`config.mk`:
```
export PLATFORM = sky130hd
export DESIGN_NAME = snn_reward_layer
export DESIGN_NICKNAME = d
export VERILOG_FILES = /design/src/rtl/snn_pkg.sv /design/src/rtl/snn_reward_layer_neuron.sv /design/src/rtl/snn_reward_layer.sv
export SDC_FILE = /design/constraint.sdc
export NUM_CORES = 1
export LEC_CHECK = 0
export ABC_AREA = 0
export BUFFER_PORTS_ARGS = -buffer_cell sky130_fd_sc_hd__buf_2
export CORE_ASPECT_RATIO = 0.7
export CORE_MARGIN = 2
export CORE_UTILIZATION = 60
export CTS_BUF_LIST = sky130_fd_sc_hd__clkbuf_16
export DETAILED_ROUTE_END_ITERATION = 12
export GPL_TIMING_DRIVEN = 0
export PLACE_DENSITY_LB_ADDON = 0.2
export SLEW_MARGIN = 5
export SYNTH_ARGS = -nofsm -noshare
export SYNTH_HDL_FRONTEND = slang
export SYNTH_SLANG_ARGS = --single-unit
```
`constraint.sdc`:
```
create_clock -name clk -period 9.1 [get_ports clk]
set_input_delay 1.365 -clock clk [delete_from_list [all_inputs] [get_ports clk]]
set_output_delay 1.365 -clock clk [all_outputs]
set_load 0.05 [all_outputs]
```
`src/rtl/snn_pkg.sv`:
```
// Shared types and helpers for the reward-modulated spiking layer.
package snn_pkg;

  typedef enum logic [1:0] {
    S_IDLE = 2'd0,
    S_LOAD = 2'd1,
    S_RUN  = 2'd2
  } snn_state_t;

  function automatic int wgt_max(input int unsigned wgt_w);
    return (1 << (int'(wgt_w) - 1)) - 1;
  endfunction

  function automatic int wgt_min(input int unsigned wgt_w);
    return -(1 << (int'(wgt_w) - 1));
  endfunction

  // Positive shift amounts scale up, negative ones floor-divide; result clamped to acc_w bits
  function automatic logic [63:0] snn_shift(input logic [63:0] val, input int sh,
                                            input int unsigned acc_w);
    logic [63:0] lim;
    logic [63:0] res;
    lim = (64'd1 << acc_w) - 64'd1;
    if (sh >= 0) begin
      if (sh >= 64 || (val >> (64 - sh)) != '0) res = '1;
      else res = val << sh;
    end else begin
      res = val >> (-sh);
    end
    if (res > lim) res = lim;
    return res;
  endfunction

endpackage

```
`src/rtl/snn_reward_layer_neuron.sv`:
```
// One threshold neuron: weight bank, saturating sum, spike flag and reward update.
// SNN_LEAK_EN adds a halving potential that is cleared on each fire.
module snn_neuron
  import snn_pkg::*;
#(
  parameter int N_IN   = 4,
  parameter int IN_W   = 4,
  parameter int WGT_W  = 4,
  parameter int ACC_W  = 12,
  parameter int THRESH = 1,
  parameter int IDX_W  = (N_IN > 1) ? $clog2(N_IN) : 1
) (
  input  logic                   clk,
  input  logic                   rst,
  input  logic                   run,
  input  logic                   wr_en,
  input  logic [IDX_W-1:0]       wr_idx,
  input  logic [WGT_W-1:0]       wr_data,
  input  logic                   reward_en,
  input  logic                   reward_sign,
  input  logic [N_IN*IN_W-1:0]   in_spk,
  output logic [ACC_W-1:0]       value,
  output logic                   spike
);

  localparam int SUM_W = ACC_W + $clog2(N_IN + 1);
  localparam logic [SUM_W-1:0] SUM_MAX = {{(SUM_W-ACC_W){1'b0}}, {ACC_W{1'b1}}};
  localparam logic signed [WGT_W-1:0] W_MAX = WGT_W'(wgt_max(WGT_W));
  localparam logic signed [WGT_W-1:0] W_MIN = WGT_W'(wgt_min(WGT_W));
  localparam logic [WGT_W-1:0] W_ONE = WGT_W'(1);
  localparam logic [ACC_W-1:0] TH = ACC_W'(THRESH);

  logic signed [WGT_W-1:0] w [N_IN];
  logic [N_IN-1:0]  in_nz;
  logic [N_IN-1:0]  in_q;
  logic [SUM_W-1:0] sum_wide;
  logic [ACC_W-1:0] sum;
  logic [63:0]      term;
  logic             fire;

  always_comb begin
    sum_wide = '0;
    term     = '0;
    in_nz    = '0;
    for (int unsigned i = 0; i < N_IN; i++) begin
      term     = snn_shift(64'(in_spk[i*IN_W +: IN_W]), int'(w[i]), ACC_W);
      sum_wide = sum_wide + SUM_W'(term);
      in_nz[i] = |in_spk[i*IN_W +: IN_W];
    end
    sum = (sum_wide > SUM_MAX) ? '1 : sum_wide[ACC_W-1:0];
  end

`ifdef SNN_LEAK_EN
  logic [ACC_W-1:0] pot;
  logic [ACC_W:0]   pot_wide;

  always_comb begin
    pot_wide = {1'b0, pot >> 1} + {1'b0, sum};
    value    = pot_wide[ACC_W] ? '1 : pot_wide[ACC_W-1:0];
  end
`else
  always_comb value = sum;
`endif

  always_comb fire = (value > TH);

  always_ff @(posedge clk or posedge rst) begin
    if (rst) begin
      w     <= '{default: '0};
      in_q  <= '0;
      spike <= 1'b0;
`ifdef SNN_LEAK_EN
      pot   <= '0;
`endif
    end else begin
      if (wr_en) begin
        w[wr_idx] <= wr_data;
      end else if (reward_en) begin
        // Eligibility is last cycle's inputs paired with last cycle's fire flag
        for (int unsigned i = 0; i < N_IN; i++) begin
          if (in_q[i] && spike) begin
            if (!reward_sign && w[i] != W_MAX) w[i] <= w[i] + W_ONE;
            else if (reward_sign && w[i] != W_MIN) w[i] <= w[i] - W_ONE;
          end
        end
      end
      if (run) begin
        spike <= fire;
        in_q  <= in_nz;
`ifdef SNN_LEAK_EN
        pot   <= fire ? '0 : value;
`endif
      end else begin
        spike <= 1'b0;
        in_q  <= '0;
`ifdef SNN_LEAK_EN
        pot   <= '0;
`endif
      end
    end
  end

endmodule

```
`src/rtl/snn_reward_layer.sv`:
```
// Reward-modulated spiking layer: weight load FSM, neuron array and argmax.
// Build option SNN_LEAK_EN enables leaky potentials inside each neuron.
module snn_reward_layer
  import snn_pkg::*;
#(
  parameter int N_IN   = 4,
  parameter int N_OUT  = 2,
  parameter int IN_W   = 4,
  parameter int WGT_W  = 4,
  parameter int ACC_W  = 12,
  parameter int THRESH = 1,
  parameter int ADDR_W = $clog2(N_IN*N_OUT),
  localparam int PRED_W = (N_OUT > 1) ? $clog2(N_OUT) : 1
) (
  input  logic                 clk,
  input  logic                 rst,
  input  logic                 write_mode,
  input  logic [N_IN*IN_W-1:0] in_spk,
  output logic [ADDR_W-1:0]    mem_addr,
  input  logic [WGT_W-1:0]     mem_data,
  input  logic                 reward_valid,
  input  logic                 reward_sign,
  output logic [N_OUT-1:0]     spike,
  output logic [PRED_W-1:0]    prediction,
  output logic                 ready
);

  localparam int K     = N_IN * N_OUT;
  localparam int IDX_W = (N_IN > 1) ? $clog2(N_IN) : 1;
  localparam logic [ADDR_W-1:0] LAST = ADDR_W'(K - 1);

  snn_state_t state, state_nxt;

  logic              cap_valid;
  logic [ADDR_W-1:0] cap_addr;
  logic              cap_last;
  logic              run;
  logic              load_wr;
  logic              reward_en;
  logic [IDX_W-1:0]  wr_idx;
  logic [ACC_W-1:0]  value [N_OUT];
  logic [ACC_W-1:0]  best_val;
  logic [PRED_W-1:0] best_idx;

  always_comb begin
    cap_last  = cap_valid && (cap_addr == LAST);
    run       = (state == S_RUN) && !write_mode;
    load_wr   = (state == S_LOAD) && !write_mode && cap_valid;
    reward_en = run && reward_valid;
    ready     = (state == S_RUN);
    wr_idx    = IDX_W'(int'(cap_addr) % N_IN);
  end

  always_ff @(posedge clk or posedge rst) begin
    if (rst) state <= S_IDLE;
    else     state <= state_nxt;
  end

  always_comb begin
    state_nxt = state;
    if (write_mode) begin
      state_nxt = S_IDLE;
    end else begin
      case (state)
        S_IDLE:  state_nxt = S_LOAD;
        S_LOAD:  if (cap_last) state_nxt = S_RUN;
        S_RUN:   state_nxt = S_RUN;
        default: state_nxt = S_IDLE;
      endcase
    end
  end

  // Memory returns data one cycle late, so the write address trails mem_addr by one
  always_ff @(posedge clk or posedge rst) begin
    if (rst) begin
      mem_addr  <= '0;
      cap_valid <= 1'b0;
      cap_addr  <= '0;
    end else if (write_mode || state != S_LOAD) begin
      mem_addr  <= '0;
      cap_valid <= 1'b0;
      cap_addr  <= '0;
    end else begin
      cap_valid <= 1'b1;
      cap_addr  <= mem_addr;
      if (mem_addr != LAST) mem_addr <= mem_addr + 1'b1;
    end
  end

  for (genvar j = 0; j < N_OUT; j++) begin : g_neuron
    logic wr_sel;

    always_comb wr_sel = load_wr && ((int'(cap_addr) / N_IN) == j);

    snn_neuron #(
      .N_IN   (N_IN),
      .IN_W   (IN_W),
      .WGT_W  (WGT_W),
      .ACC_W  (ACC_W),
      .THRESH (THRESH)
    ) u_neuron (
      .clk         (clk),
      .rst         (rst),
      .run         (run),
      .wr_en       (wr_sel),
      .wr_idx      (wr_idx),
      .wr_data     (mem_data),
      .reward_en   (reward_en),
      .reward_sign (reward_sign),
      .in_spk      (in_spk),
      .value       (value[j]),
      .spike       (spike[j])
    );
  end

  always_comb begin
    best_val = value[0];
    best_idx = '0;
    for (int unsigned j = 1; j < N_OUT; j++) begin
      if (value[j] > best_val) begin
        best_val = value[j];
        best_idx = PRED_W'(j);
      end
    end
  end

  always_ff @(posedge clk or posedge rst) begin
    if (rst)      prediction <= '0;
    else if (run) prediction <= best_idx;
    else          prediction <= '0;
  end

endmodule

```
==> flow_metrics.tcl, run 1 <==
set metrics [dict create \
    tightest_slew_ns 0.786 \
    finalSetupViolCount 0 \
    fp.dieW_um 162 \
    dieArea_um2 18500 \
    status "finished clean" \
    rsz0062_at_grt "no" \
    startpoint_type "primary input" \
    clkLatencyLatePin_ns 0.31 \
    grt_usage_pct 33.3 \
    preCtsSetupSlack_ns 0.991 \
    post-route-min-period_ns 8.00 \
    synth_edf_count 0 \
    drc 0 \
    via_per_inst 6.28 \
    cts_tree "built" \
    critPathKind "in -> reg" \
    final_max_slew_viol_count 0 \
    fin_nets 1640 \
    via_count 10487 \
    hold_viol_final 0 \
    finalSetupTns_ns 0 \
    p_leak_nw 5.18 \
    route.met2.wl_um 12500 \
    async_reset_ff_share_pct 100 \
    core_um2 17100 \
    syn_inst 1396 \
    clockBufferDepth 2 \
    drt-pass1-iter-count 6 \
    floorplan.initialDensity_pct 61.1 \
    cts_sinks 48 \
    crit_arrival_ns 8.21 \
    fmax_mhz 125 \
    htreeDepth 2 \
    top_layer "met5" \
    cap_violations 0 \
    fp.dieH_um 114 \
    clkTransAtPathRegs_ns 0.08 \
    wl_met1_um 13900 \
    final_cell_mix "154 x nor2_1, 135 x inv_1, 130 x nand2_1" \
    overflow 0 \
    drive_above_1_share_pct 4.59 \
    io_pins 32 \
    layout_commonest_cell "nor2_1" \
    crit_required_ns 9.31 \
    grt_pass1_vias 9760 \
    synth_ff_type "dfrtp_1" \
    wl_met3_um 2750 \
    diodes 0 \
    hold_class "reg -> reg" \
    clock-root-buffer "clkbuf_16" \
    fin_crit_sh_pct 87.9 \
    cp-end-kind "register" \
    ant_nets 0 \
    wire_per_inst_um 17.9 \
    cts_resized 0 \
    dp_hpwl_um 24200 \
    grt_first_pass_wirelength_um 49300 \
    clock_skew_ns 0.00864 \
    worstPathMaxFanout 10 \
    portBuffers 18 \
    hold_buffers 0 \
    gp_congestion 0.989 \
    ys_ff_latch 48 \
    synth_seq_area_share_pct 11.5 \
    yosysWarnings 0 \
    fin_ws_ns 1.10 \
    num_rows 40 \
    syn_to_final_growth_pct 6.05 \
    peakVddDrop_v 0.000231 \
    syn_avg_cell_area_um2 7.47 \
    post_cts_buffers 0 \
    numCtsBuffers 5 \
    drt-total-wl_um 29800 \
    powerDensity_nw_per_um2 235 \
    synth.distinct_cells 76 \
    grt_start_max_net_pins 32 \
    detail_route.iter0.violations 1044 \
    antenna_found_initial 1 \
    synthesis.area_um2 10400 \
    slew_headroom_pct 47.6 \
]
-- critical path, cell delays in order --
cell	delay [ns]
clkbuf_1	0.25
nor2_1	0.39
nor2_1	0.08
o31ai_1	0.33
clkbuf_1	0.37
o21a_1	0.19
o22ai_1	0.11
fa_1	0.57
fa_1	0.51
ha_1	0.24
fa_1	0.40
a211oi_1	0.43
o21a_1	0.23
o21bai_1	0.11
a21o_1	0.19
a2111oi_4	0.56
buf_6	0.22
or2b_1	0.27
ha_1	0.31
nor2b_1	0.13
o21ai_0	0.08
nand2b_1	0.08
a21oi_1	0.07
nor2_1	0.13
nand2_1	0.07
o2bb2a_2	0.28
a221oi_2	0.23
-- worst paths after layout --
kind                                      startpoint                         end  slack, ns  cells after the start
min reg2reg                              mem_addr[1]                 cap_addr[1]       0.55                      1
min                                      mem_addr[1]                 cap_addr[1]       0.55                      1
max reg2reg                g_neuron[1].u_neuron.w[5]                  prediction       1.10                     29
max                                        in_spk[6]                  prediction       1.10                     27
max in group asynchronous                        rst  g_neuron[0].u_neuron.w[15]       7.48                      3
min in group asynchronous                        rst  g_neuron[1].u_neuron.w[11]       1.07                      2
-- registers in the layout, summed over array words and instances (netlist names) --
register and flops:
cap_valid 1, state 2, g_neuron.u_neuron.spike 2, g_neuron.u_neuron.in_q 4, cap_addr 3, g_neuron.u_neuron.w 32
prediction 1, mem_addr 3
-- power by group --
group	total [mW]	switching, mW	leakage [nW]	internal [mW]
logic	2.10	1.27	4.43	0.823
clock network	0.235	0.102	0.0863	0.133
registers	0.267	0.0282	0.662	0.239
total	2.60	1.40	5.18	1.20
-- layer usage --
layer  GRT usage, %  vias to the layer above
met5              0                        -
met3           7.17                       53
met2           50.5                      470
met1           48.9                     4998
li1               -                     4964
met4           7.50                        2
-- Yosys cell counts (all sizes together), types with 21 or more instances --
cell / number / area, µm²
nor2: 155 / 584
ha: 114 / 1430
a31oi: 24 / 150
xor2: 23 / 201
mux2i: 21 / 210
a21oi: 104 / 521
clkbuf: 83 / 312
fa: 64 / 1280
nand2: 131 / 499
o21ai: 54 / 270
a21o: 35 / 263
inv: 136 / 510
nand3: 47 / 235
dfrtp: 48 / 1200
nand4: 21 / 131
xnor2: 24 / 210
-- cell type report --
cell class,instances,area [µm²]
plain buffers,90,353
clock buffers,5,125
clock inverters,3,50.0
fillers,1589,6010
inverters,139,522
multi-input cells,1134,8400
flip-flops and latches,48,1200
well taps,231,289
repair buffers,19,110
-- cells by family after synthesis --
family / share of synthesized area (%)
other: 0.0720
AO/OA/AOI/OAI: 24.4
AND/OR/NAND/NOR: 22.3
flip-flops: 11.5
buffers and inverters: 8.39
multiplexers: 3.24
adder cells (fa/ha/maj): 26.1
XOR/XNOR: 3.95
-- metrics by stage --
step | cell area (µm²) | std cells | hold slack, ns | utilization (%) | total power [mW]
after floorplan | 10500 | 1411 | 0.552 | - | 1.85
after global placement | 10900 | 1660 | 0.524 | 63.6 | 2.26
after detailed placement | 10900 | 1661 | 0.535 | 63.7 | 2.31
after CTS | 11100 | 1669 | 0.557 | 64.8 | 2.56
after global routing | 11100 | 1669 | 0.591 | 64.8 | 2.86
final | 11100 | 1669 | 0.545 | 64.8 | 2.60
Power figures use the tool's default switching activity.
==> run 2, diff against run 1 <==
--- a/config.mk
+++ b/config.mk
@@ -7,12 +7,13 @@
 export LEC_CHECK = 0
 export ABC_AREA = 0
 export BUFFER_PORTS_ARGS = -buffer_cell sky130_fd_sc_hd__buf_2
+export CAP_MARGIN = 20
 export CORE_ASPECT_RATIO = 0.7
 export CORE_MARGIN = 2
 export CORE_UTILIZATION = 60
 export CTS_BUF_LIST = sky130_fd_sc_hd__clkbuf_16
 export DETAILED_ROUTE_END_ITERATION = 12
-export GPL_TIMING_DRIVEN = 0
+export HOLD_SLACK_MARGIN = 0.12
 export PLACE_DENSITY_LB_ADDON = 0.2
 export SLEW_MARGIN = 5
 export SYNTH_ARGS = -nofsm -noshare
==> flow_metrics.tcl, run 2 (synthesis results as in run 1) <==
set metrics [dict create \
    p_comb_share_pct 78.2 \
    whs_ns 0.546 \
    clockBufferDepth 2 \
    numCtsBuffers 5 \
    largestRegisters "g_neuron.u_neuron.w (32), g_neuron.u_neuron.in_q (4)" \
    power_mw 2.60 \
    critPathKind "reg -> reg" \
    io_pins 32 \
    overflow 0 \
    fin_crit_sh_pct 89.4 \
    cap_violations 0 \
    gp_congestion 0.957 \
    drt-total-wl_um 29000 \
    final_cell_mix "154 x nor2_1, 135 x inv_1, 130 x nand2_1" \
    diodes 0 \
    clkLatencyLatePin_ns 0.31 \
    crit_required_ns 9.31 \
    drive_above_1_share_pct 5.86 \
    via_per_inst 6.26 \
    reg2reg_to "prediction" \
    cp-end-kind "register" \
    max_stage_delay_ns 0.75 \
    powerDensity_nw_per_um2 241 \
    layout_commonest_cell "nor2_1" \
    cp.buffers_inverters 5 \
    p_leak_nw 5.14 \
    fp.dieH_um 114 \
    grt_first_pass_wirelength_um 47500 \
    fillerInstances 1544 \
    tightest_slew_ns 1.04 \
    preCtsSetupSlack_ns 1.11 \
    via_count 9994 \
    post_cts_buffers 0 \
    status "finished clean" \
    crit_family "compound AO/OA/AOI/OAI gates" \
    ant_nets 0 \
    r2r-start "g_neuron[1].u_neuron.w[4]" \
    wire_per_inst_um 18.2 \
    worstPathMaxFanout 16 \
    worstHoldStart "mem_addr[2]" \
    cts_tree "built" \
    dieArea_um2 18500 \
    reg2reg_depth 29 \
    grt_pass1_vias 9182 \
    final_util_pct 63.4 \
    hold_buffers 0 \
    grt_start_max_net_pins 49 \
    seq_power_share_pct 11.8 \
    final_max_slew_viol_count 0 \
    clkPwrFrac_pct 10.0 \
    floorplan.initialDensity_pct 61.1 \
    final_cells 1596 \
    fin_nets 1567 \
    post-route-min-period_ns 8.13 \
    startpoint_type "register" \
    fin_ws_ns 0.966 \
    cts_resized 0 \
    clkTransAtPathRegs_ns 0.08 \
    fmax_mhz 123 \
    clock-root-buffer "clkbuf_16" \
    whs_path_depth 1 \
    antenna_found_initial 0 \
    largest-register "g_neuron.u_neuron.w" \
    portBuffers 31 \
    finalSetupTns_ns 0 \
    rsz0062_at_grt "no" \
    crit_arrival_ns 8.35 \
    hold_viol_final 0 \
    switching_share_pct 53.3 \
    hold_class "reg -> reg" \
    dp.cells 1587 \
    syn_to_final_growth_pct 3.76 \
    drc 0 \
    slew_headroom_pct 30.9 \
    largest_reg_flops 32 \
    crit_start "g_neuron[1].u_neuron.w[4]" \
    dp_hpwl_um 22900 \
    num_rows 40 \
    htreeDepth 2 \
    design_area_um2 10800 \
    clock_skew_ns 0.0116 \
    fp.dieW_um 162 \
    grt_usage_pct 32.2 \
    dpl_cell_area_um2 10600 \
    worst-r2r-setup-slack_ns 0.97 \
    cts_sinks 48 \
    finalSetupViolCount 0 \
    power.switching_mw 1.39 \
    hold-path-endpoint "cap_addr[2]" \
    internal_power_mw 1.22 \
    core_um2 17100 \
    detail_route.iter0.violations 1079 \
    peakVddDrop_v 0.000238 \
    drt-pass1-iter-count 6 \
    cp_slowest_cell "o31ai_1" \
]
run 2: cell types whose count changed in the layout (fill, tap and decap cells not counted):
cell	delta
clkbuf_1	-83
buf_2	+13
buf_1	-4
buf_4	+2
buf_6	-1
bufinv_16	+1
inv_8	-1
run 2: layer usage:
layer	share of wire [%]	track usage [%]	vias to the layer above
met3	11	9.20	58
met4	2.4	8.99	0
met2	41	46.8	472
li1	-	-	4817
met5	0	0	-
met1	46	46.9	4647
run 2: power by group through the flow:
stage,Clock [mW],Combinational [mW],Sequential (mW)
floorplan,0,1.58,0.271
global placement,0,1.96,0.308
detailed placement,0,1.99,0.308
CTS,0.261,2.00,0.304
global route,0.268,2.29,0.313
finish,0.259,2.04,0.308
run 2: cell type report:
class,instances,area (µm²),share of cell area [%]
Multi-Input combinational cell,1134,8400,77.7
Sequential cell,48,1200,11.1
Inverter,139,522,4.82
Tap cell,231,289,2.67
Timing Repair Buffer,36,205,1.90
Clock buffer,5,125,1.16
Clock inverter,3,68.8,0.636
run 2: how the worst max path moves through the flow:
stage                      end  slack (ns)  depth (start not counted)
floorplan           prediction        2.03                         28
global placement    prediction        1.26                         27
detailed placement  prediction        1.11                         27
CTS                 prediction        1.06                         29
global route        prediction        0.38                         27
finish              prediction        0.97                         29
==> run 3, diff against run 2 <==
--- a/config.mk
+++ b/config.mk
@@ -7,10 +7,8 @@
 export LEC_CHECK = 0
 export ABC_AREA = 0
 export BUFFER_PORTS_ARGS = -buffer_cell sky130_fd_sc_hd__buf_2
-export CAP_MARGIN = 20
-export CORE_ASPECT_RATIO = 0.7
 export CORE_MARGIN = 2
-export CORE_UTILIZATION = 60
+export CORE_UTILIZATION = 66
 export CTS_BUF_LIST = sky130_fd_sc_hd__clkbuf_16
 export DETAILED_ROUTE_END_ITERATION = 12
 export HOLD_SLACK_MARGIN = 0.12
==> flow_metrics.tcl, run 3 (synthesis results as in run 1) <==
set metrics [dict create \
    status "finished clean" \
    cpMostUsedCell "ha_1" \
    wire_per_inst_um 18.0 \
    grt_first_pass_wirelength_um 46300 \
    clkTransAtPathRegs_ns 0.08 \
    num_rows 45 \
    cts_resized 0 \
    cts_sinks 48 \
    crit_arrival_ns 8.07 \
    power_mw 2.52 \
    ant_nets 0 \
    core_um2 15300 \
    cp_slowest_cell "o221ai_1" \
    startpoint_type "register" \
    final_cell_mix "154 x nor2_1, 135 x inv_1, 130 x nand2_1" \
    cp_num_cells 25 \
    diodes 0 \
    antenna_found_initial 0 \
    tightest_slew_ns 1.01 \
    crit_start "g_neuron[0].u_neuron.w[4]" \
    clock_skew_ns 0.00762 \
    overflow 0 \
    syn_to_final_growth_pct 2.99 \
    io_pins 32 \
    cp.buffers_inverters 1 \
    hold_class "reg -> reg" \
    final_util_pct 70.1 \
    gp_congestion 0.972 \
    cap_violations 0 \
    crit_family "adder cells" \
    clock-root-buffer "clkbuf_16" \
    grtUsageMet3_pct 4.38 \
    via_per_inst 6.44 \
    largest-register "g_neuron.u_neuron.w" \
    hold_viol_final 0 \
    layout_commonest_cell "nor2_1" \
    final_max_slew_viol_count 0 \
    worstPathMaxFanout 19 \
    cts_tree "built" \
    fp.dieW_um 130 \
    drc 0 \
    fin_nets 1568 \
    powerDensity_nw_per_um2 235 \
    fmax_mhz 127 \
    hold_buffers 0 \
    reg2reg_to "prediction" \
    critPathKind "reg -> reg" \
    fp.dieH_um 130 \
    grt_util_met1_pct 48.3 \
    clkLatencyLatePin_ns 0.31 \
    via_count 10153 \
    finalSetupTns_ns 0 \
    crit_end "prediction" \
    crit_required_ns 9.32 \
    grt_usage_pct 34.8 \
    grt_pass1_vias 9216 \
    rsz0062_at_grt "no" \
    detail_route.iter0.violations 952 \
    drt-total-wl_um 28500 \
    reg2reg_depth 25 \
    dp_hpwl_um 21900 \
    largest_reg_flops 32 \
    peakVddDrop_v 0.000243 \
    portBuffers 31 \
    worst-r2r-setup-slack_ns 1.24 \
    grt.busiest_layer "met2" \
    dieArea_um2 16800 \
    post-route-min-period_ns 7.86 \
    fin_crit_sh_pct 86.4 \
    numCtsBuffers 5 \
    grt_start_max_net_pins 49 \
    cp-end-kind "register" \
    clockBufferDepth 2 \
    grt_util_met2_pct 55.0 \
    floorplan.initialDensity_pct 68.1 \
    drive_above_1_share_pct 5.86 \
    final_cells 1577 \
    max_stage_delay_ns 0.80 \
    p_leak_nw 5.11 \
    r2r-start "g_neuron[0].u_neuron.w[4]" \
    largestRegisters "g_neuron.u_neuron.w (32), g_neuron.u_neuron.in_q (4)" \
    slew_headroom_pct 32.4 \
    finalSetupViolCount 0 \
    dp.cells 1569 \
    post_cts_buffers 0 \
    drt-pass1-iter-count 5 \
    whs_path_depth 1 \
    htreeDepth 2 \
]
run 3: cell types whose count changed in the layout (fill, tap and decap cells not counted):
cell	previous run	this run
buf_12	1	0
bufinv_16	2	0
buf_4	4	6
clkinv_1	3	4
clkinvlp_4	0	2
inv_6	1	0
run 3: per-stage QoR:
stage	setup WS (ns)	area, µm²	hold WS, ns
after floorplan	2.03	10500	0.552
after global placement	1.52	10600	0.516
after detailed placement	1.27	10600	0.526
after CTS	1.32	10700	0.544
after global routing	0.691	10700	0.576
final	1.24	10700	0.548
run 3: worst min path at each step:
| stage | startpoint | end |
|---|---|---|
| finish | mem_addr[1] | cap_addr[1] |
| global route | mem_addr[1] | cap_addr[1] |
| CTS | mem_addr[1] | cap_addr[1] |
| floorplan | state[1] | state[1] |
| detailed placement | mem_addr[1] | cap_addr[1] |
| global placement | mem_addr[1] | cap_addr[1] |
run 3: cell type report:
type                       instances  area, µm²
inverter                         139        522
timing repair buffer              37        200
sequential                        48       1200
multi-input combinational       1134       8400
clock buffer                       5        125
clock inverter                     3       18.8
tap                              211        264
fill                            1306       4580
run 3: routing by layer:
layer / vias to the layer above / share of wire [%]
met1: 4760 / 43
li1: 4821 / -
met2: 480 / 44
met3: 92 / 8.1
met4: 0 / 4.6
met5: - / 0
run 3: power by group:
part | internal (mW) | switching [mW] | total [mW]
clock network | 0.102 | 0.102 | 0.204
registers | 0.238 | 0.0683 | 0.306
logic | 0.818 | 1.19 | 2.01
